File: config.mk
export PLATFORM = sky130hd
export DESIGN_NAME = axis_packetizer
export DESIGN_NICKNAME = d
export VERILOG_FILES = /design/src/rtl/axis_packetizer.sv
export SDC_FILE = /design/constraint.sdc
export NUM_CORES = 1
export LEC_CHECK = 0
export ABC_CLOCK_PERIOD_IN_PS = 4100
export CAP_MARGIN = 20
export CORE_UTILIZATION = 55
export DETAILED_ROUTE_END_ITERATION = 16
export PLACE_DENSITY_LB_ADDON = 0.08
export SLEW_MARGIN = 20
export SYNTH_ARGS = -nofsm -noshare
export SYNTH_HDL_FRONTEND = slang
export SYNTH_SLANG_ARGS = --single-unit
File: constraint.sdc
create_clock -name aclk -period 4.1 [get_ports aclk]
set_clock_uncertainty 0.15 [all_clocks]
set_input_delay 1.23 -clock aclk [delete_from_list [all_inputs] [get_ports aclk]]
set_output_delay 1.23 -clock aclk [all_outputs]
set_load 0.02 [all_outputs]
File: src/rtl/axis_packetizer.sv
// axis_packetizer: AXI-Stream pass-through that imposes packet boundaries.
// Each packet ends after packet_beats beats or at an input tlast, whichever
// comes first. The output is fully registered through a main/skid buffer pair.
`timescale 1ns/1ps
module axis_packetizer #(
    parameter int BUS_WIDTH   = 1,
    parameter int USER_WIDTH  = 1,
    parameter int DEST_WIDTH  = 1,
    parameter int COUNT_WIDTH = 16
) (
    input  logic                     aclk,
    input  logic                     arstn,
    input  logic                     s_axis_tvalid,
    output logic                     s_axis_tready,
    input  logic [BUS_WIDTH*8-1:0]   s_axis_tdata,
    input  logic [BUS_WIDTH-1:0]     s_axis_tkeep,
    input  logic                     s_axis_tlast,
    input  logic [USER_WIDTH-1:0]    s_axis_tuser,
    input  logic [DEST_WIDTH-1:0]    s_axis_tdest,
    output logic                     m_axis_tvalid,
    input  logic                     m_axis_tready,
    output logic [BUS_WIDTH*8-1:0]   m_axis_tdata,
    output logic [BUS_WIDTH-1:0]     m_axis_tkeep,
    output logic                     m_axis_tlast,
    output logic [USER_WIDTH-1:0]    m_axis_tuser,
    output logic [DEST_WIDTH-1:0]    m_axis_tdest,
    input  logic [COUNT_WIDTH-1:0]   packet_beats,
    output logic                     early_last
);

    localparam int BEAT_W = BUS_WIDTH * 8 + BUS_WIDTH + 1 + USER_WIDTH + DEST_WIDTH;
    localparam logic [COUNT_WIDTH-1:0] ONE = COUNT_WIDTH'(1);

    typedef enum logic {IDLE = 1'b0, ACTIVE = 1'b1} state_t;

    state_t                  state_reg, state_next;
    logic [COUNT_WIDTH-1:0]  count_reg;
    logic [COUNT_WIDTH-1:0]  size_reg;
    logic                    early_reg;

    logic [BEAT_W-1:0]       main_reg, main_next;
    logic [BEAT_W-1:0]       skid_reg, skid_next;
    logic                    main_valid_reg, main_valid_next;
    logic                    skid_valid_reg, skid_valid_next;
    logic                    tready_reg;

    logic                    accept;
    logic [COUNT_WIDTH-1:0]  size_eff;
    logic                    size_nz;
    logic                    beat_last;
    logic                    short_last;
    logic [BEAT_W-1:0]       in_beat;

    assign accept  = s_axis_tvalid & tready_reg;
    assign in_beat = {s_axis_tdata, s_axis_tkeep, beat_last, s_axis_tuser, s_axis_tdest};

    // FSM state register
    always_ff @(posedge aclk or negedge arstn) begin
        if (!arstn) state_reg <= IDLE;
        else        state_reg <= state_next;
    end

    // FSM next state: a non-last accepted beat opens a packet, a last beat closes it
    always_comb begin
        state_next = state_reg;
        if (accept) state_next = beat_last ? IDLE : ACTIVE;
    end

    // FSM outputs: effective size (live value on the first beat) and last-beat decode
    always_comb begin
        size_eff   = (state_reg == IDLE) ? packet_beats : size_reg;
        size_nz    = (size_eff != '0);
        beat_last  = s_axis_tlast | (size_nz && (count_reg == size_eff - ONE));
        short_last = s_axis_tlast && size_nz && (count_reg < size_eff - ONE);
    end

    // Beat counter, latched packet size and early-termination pulse
    always_ff @(posedge aclk or negedge arstn) begin
        if (!arstn) begin
            count_reg <= '0;
            size_reg  <= '0;
            early_reg <= 1'b0;
        end else begin
            early_reg <= accept & short_last;
            if (accept) begin
                if (state_reg == IDLE) size_reg <= packet_beats;
                count_reg <= beat_last ? '0 : count_reg + ONE;
            end else if (state_reg == IDLE) begin
                count_reg <= '0;
            end
        end
    end

    // Skid buffer steering: main drains from skid first, skid only catches a beat
    // accepted while main is blocked
    always_comb begin
        main_next       = main_reg;
        skid_next       = skid_reg;
        main_valid_next = main_valid_reg;
        skid_valid_next = skid_valid_reg;
        if (!main_valid_reg || m_axis_tready) begin
            if (skid_valid_reg) begin
                main_next       = skid_reg;
                main_valid_next = 1'b1;
                skid_valid_next = 1'b0;
            end else if (accept) begin
                main_next       = in_beat;
                main_valid_next = 1'b1;
            end else begin
                main_valid_next = 1'b0;
            end
        end else if (accept) begin
            skid_next       = in_beat;
            skid_valid_next = 1'b1;
        end
    end

    // Buffer registers; tready is its own flop mirroring skid emptiness
    always_ff @(posedge aclk or negedge arstn) begin
        if (!arstn) begin
            main_reg       <= '0;
            skid_reg       <= '0;
            main_valid_reg <= 1'b0;
            skid_valid_reg <= 1'b0;
            tready_reg     <= 1'b0;
        end else begin
            main_reg       <= main_next;
            skid_reg       <= skid_next;
            main_valid_reg <= main_valid_next;
            skid_valid_reg <= skid_valid_next;
            tready_reg     <= ~skid_valid_next;
        end
    end

    assign s_axis_tready = tready_reg;
    assign m_axis_tvalid = main_valid_reg;
    assign {m_axis_tdata, m_axis_tkeep, m_axis_tlast, m_axis_tuser, m_axis_tdest} = main_reg;
    assign early_last    = early_reg;

endmodule

==> impl_metrics.py <==
metrics = {
    "outcome": {
        "outcome": "finished, final reports clean",
    },
    "global_route": {
        "antenna_found_initial": 0,
        "grt_max_degree": 24,
        "grt_pass1_vias": 3170,
        "grt_pass1_wl_um": 14800,
        "grt_use_total_pct": 26.7,
        "gr-total-overflow": 0,
    },
    "finish": {
        "utilization_pct": 75.2,
        "drive_gt1_share_pct": 27.5,
        "n_fill_cell": 477,
        "area.growth.synth_to_final_pct": 31.7,
        "final_nets": 493,
        "diodes": 0,
    },
    "yosys": {
        "syn-num-nets": 404,
        "synth_flop_cell": "dfrtp_1",
        "synthDistinctLibCells": 46,
        "synthTopCellsByArea": "dfrtp_1 42%, mux2i_1 7.5%, mux2_2 7.5%",
        "yosys_register_bits": 61,
        "synth-edff-count": 0,
        "syn_area_per_cell_um2": 10.3,
        "syn_area_um2": 3620,
        "syn_inst": 353,
        "synth_top_cell_area_share_pct": 42.1,
        "yosysSeqAreaShare_pct": 42.1,
        "yosys.area.top_type": "dfrtp_1",
        "ys_warn_count": 0,
        "ys_async_sr_fraction_pct": 100,
    },
    "sta": {
        "max_slew.worst_pin.slew_ns": 0.701,
        "finalCriticalPeriod_ns": 4.09,
        "rsz0062_at_grt": "true",
        "relSlewSlack_pct": 53.3,
        "finalMaxSlewViolations": 0,
        "fmax_ghz": 0.244,
        "fin_ws_ns": 0.00620,
        "final.period_utilization_pct": 99.8,
        "hold_viol": 0,
        "finalSetupViolations": 0,
    },
    "detailed_routing": {
        "drc": 0,
        "post_drt_via_cell_ratio": 5.80,
        "postRouteAntennaNets": 0,
        "wl_per_cell_um": 16.5,
        "drtPass1Iterations": 4,
        "vias": 3038,
        "drt_iter0_drc": 168,
        "wirelength_um": 8640,
    },
    "run": {
        "maxCapViolations": 0,
    },
    "worst_setup_path": {
        "required_ns": 4.18,
        "start_kind": "primary input",
        "ff2ff_setup_slack_ns": 0.18,
        "worst-path-max-fanout": 8,
        "critPathKind": "primary input to register",
        "end_kind": "register",
        "crit_arrival_ns": 4.18,
    },
    "clocking": {
        "clk_latency_ns": 0.35,
        "clk_path_buf_depth": 2,
        "path_clk_slew_ns": 0.07,
        "cts_num_sinks": 61,
        "numCtsBuffers": 9,
        "cts_tree": "yes",
        "cts-root-buf": "clkbuf_8",
        "h-tree-depth": 3,
        "postCtsHoldBufs": 0,
    },
    "die": {
        "die_h_um": 83.2,
        "die_w_um": 83.2,
        "start_util_pct": 57.0,
        "coreArea_um2": 6350,
        "fp-row-count": 29,
        "dieArea_um2": 6910,
        "io_pins": 47,
    },
    "pwr": {
        "clock_power_share_pct": 27.2,
        "switching_share_pct": 33.2,
        "leakage_uw": 0.00209,
        "power_density_nw_per_um2": 411,
        "ir_drop_mv": 0.352,
        "p_comb_share_pct": 31.3,
        "total_power_uw": 1960,
        "pwr-share-seq_pct": 41.5,
        "internal-power_uw": 1310,
        "power.net_switching_uw": 651,
    },
    "place": {
        "hpwl_um": 6160,
        "pre_cts_slack_ns": -0.787,
        "io_buffers": 46,
        "gp_congestion": 0.843,
    },
    "worst_hold_path": {
        "hp-class": "register to register",
    },
}
==> path summary, 6_finish.rpt <==
path                                  from             to  cells past startpoint
min reg2reg                    skid_reg[6]    skid_reg[6]                      1
min in group asynchronous            arstn    size_reg[1]                      1
max reg2reg                      state_reg  count_reg[12]                     15
max                        packet_beats[3]  count_reg[12]                     16
max in group asynchronous            arstn   skid_reg[11]                      2
min                            skid_reg[6]    skid_reg[6]                      1
==> cells in the final DEF (no fill, tap or decap), types with 11 or more instances in the layout <==
| cell | count |
|---|---|
| nand2_1 | 21 |
| nor2_1 | 24 |
| clkdlybuf4s50_1 | 35 |
| mux2_2 | 24 |
| mux2i_1 | 26 |
| a21oi_1 | 17 |
| buf_4 | 41 |
| ha_1 | 19 |
| xor2_1 | 11 |
| dfrtp_1 | 60 |
| nand3_1 | 18 |
| o21ai_0 | 16 |
==> timing repair <==
item	4_1_cts	5_1_grt
setup endpoints to repair	19	20
buffers inserted	11	0
resized for setup	54	16
pin swaps	16	16
hold endpoints to repair	0	0
cloned	1	0
==> synth_stat cells (2+ instances only) <==
master and count:
a21o_1 5, o311ai_1 4, and3_1 7, nor3_1 17, dfrtp_1 61, o21a_1 5
o21ai_1 2, clkbuf_1 5, inv_1 4, o311ai_0 2, a21oi_1 19, nand2b_1 2
nor2_1 27, o21ai_0 17, mux2_2 24, or3_1 4, mux2i_1 27, o22ai_1 2
ha_1 19, nor2b_1 4, and2_1 2, buf_6 2, nand2_1 21, xor2_1 11
nor3b_2 2, nor3b_1 9, nand4_1 4, buf_2 3, buf_1 2, xnor2_1 6
nand3_1 18, a31oi_1 2
==> cell type report <==
class	instances	area, µm²	area share (%)
multi-input cells	276	2170	45.4
flip-flops and latches	61	1530	32.0
repair buffers	90	774	16.2
clock buffers	10	128	2.67
well taps	77	96.3	2.02
clock inverters	6	63.8	1.34
inverters	4	15.0	0.315
==> worst max-delay path: stages <==
cell and delay [ns]:
buf_6 0.10, nor3_4 0.19, o221ai_2 0.13, or4b_4 0.58, nor3_2 0.20, xor2_1 0.17, mux2i_1 0.09, ha_1 0.30
nand4_1 0.13, nor3_2 0.18, nand4_1 0.13, buf_6 0.16, o21ai_4 0.25, buf_6 0.18, or3_1 0.11, o21ai_1 0.06
==> per-stage QoR <==
step	setup TNS [ns]	cell area [µm²]	std cells	hold slack, ns
2_1_floorplan	0	3650	353	0.301
3_3_place_gp	-10.46	4370	496	0.320
3_5_place_dp	-13.41	4370	496	0.340
4_1_cts	-0.0888	4730	524	0.364
5_1_grt	-1.22	4770	524	0.385
6_report	0	4770	524	0.361
==> cells by family (layout without fill, tap and decap cells) <==
family / count (synthesis) / after routing / synth area share, %
buffers and inverters: 17 / 110 / 2.38
XOR/XNOR: 17 / 17 / 4.11
AO/OA/AOI/OAI: 65 / 66 / 11.3
AND/OR/NAND/NOR: 122 / 122 / 18.0
flip-flops: 61 / 61 / 42.1
multiplexers: 52 / 52 / 15.5
adder cells (fa/ha/maj): 19 / 19 / 6.56
==> power by group through the flow <==
| stage | logic (µW) | registers [µW] | clock network [µW] |
|---|---|---|---|
| floorplan | 328 | 836 | 0 |
| global placement | 564 | 816 | 0 |
| detailed placement | 582 | 820 | 0 |
| CTS | 613 | 812 | 544 |
| global route | 670 | 834 | 563 |
| finish | 614 | 816 | 534 |
==> per-layer routing <==
metal / part of all wire [%] / wire [µm] / track usage [%]
met1: 44 / 3800 / 34.2
met2: 51 / 4370 / 45.2
met3: 3.6 / 308 / 6.26
met4: 1.9 / 163 / 7.99
met5: 0 / 0 / 0
(Power assumes the default switching activity.)
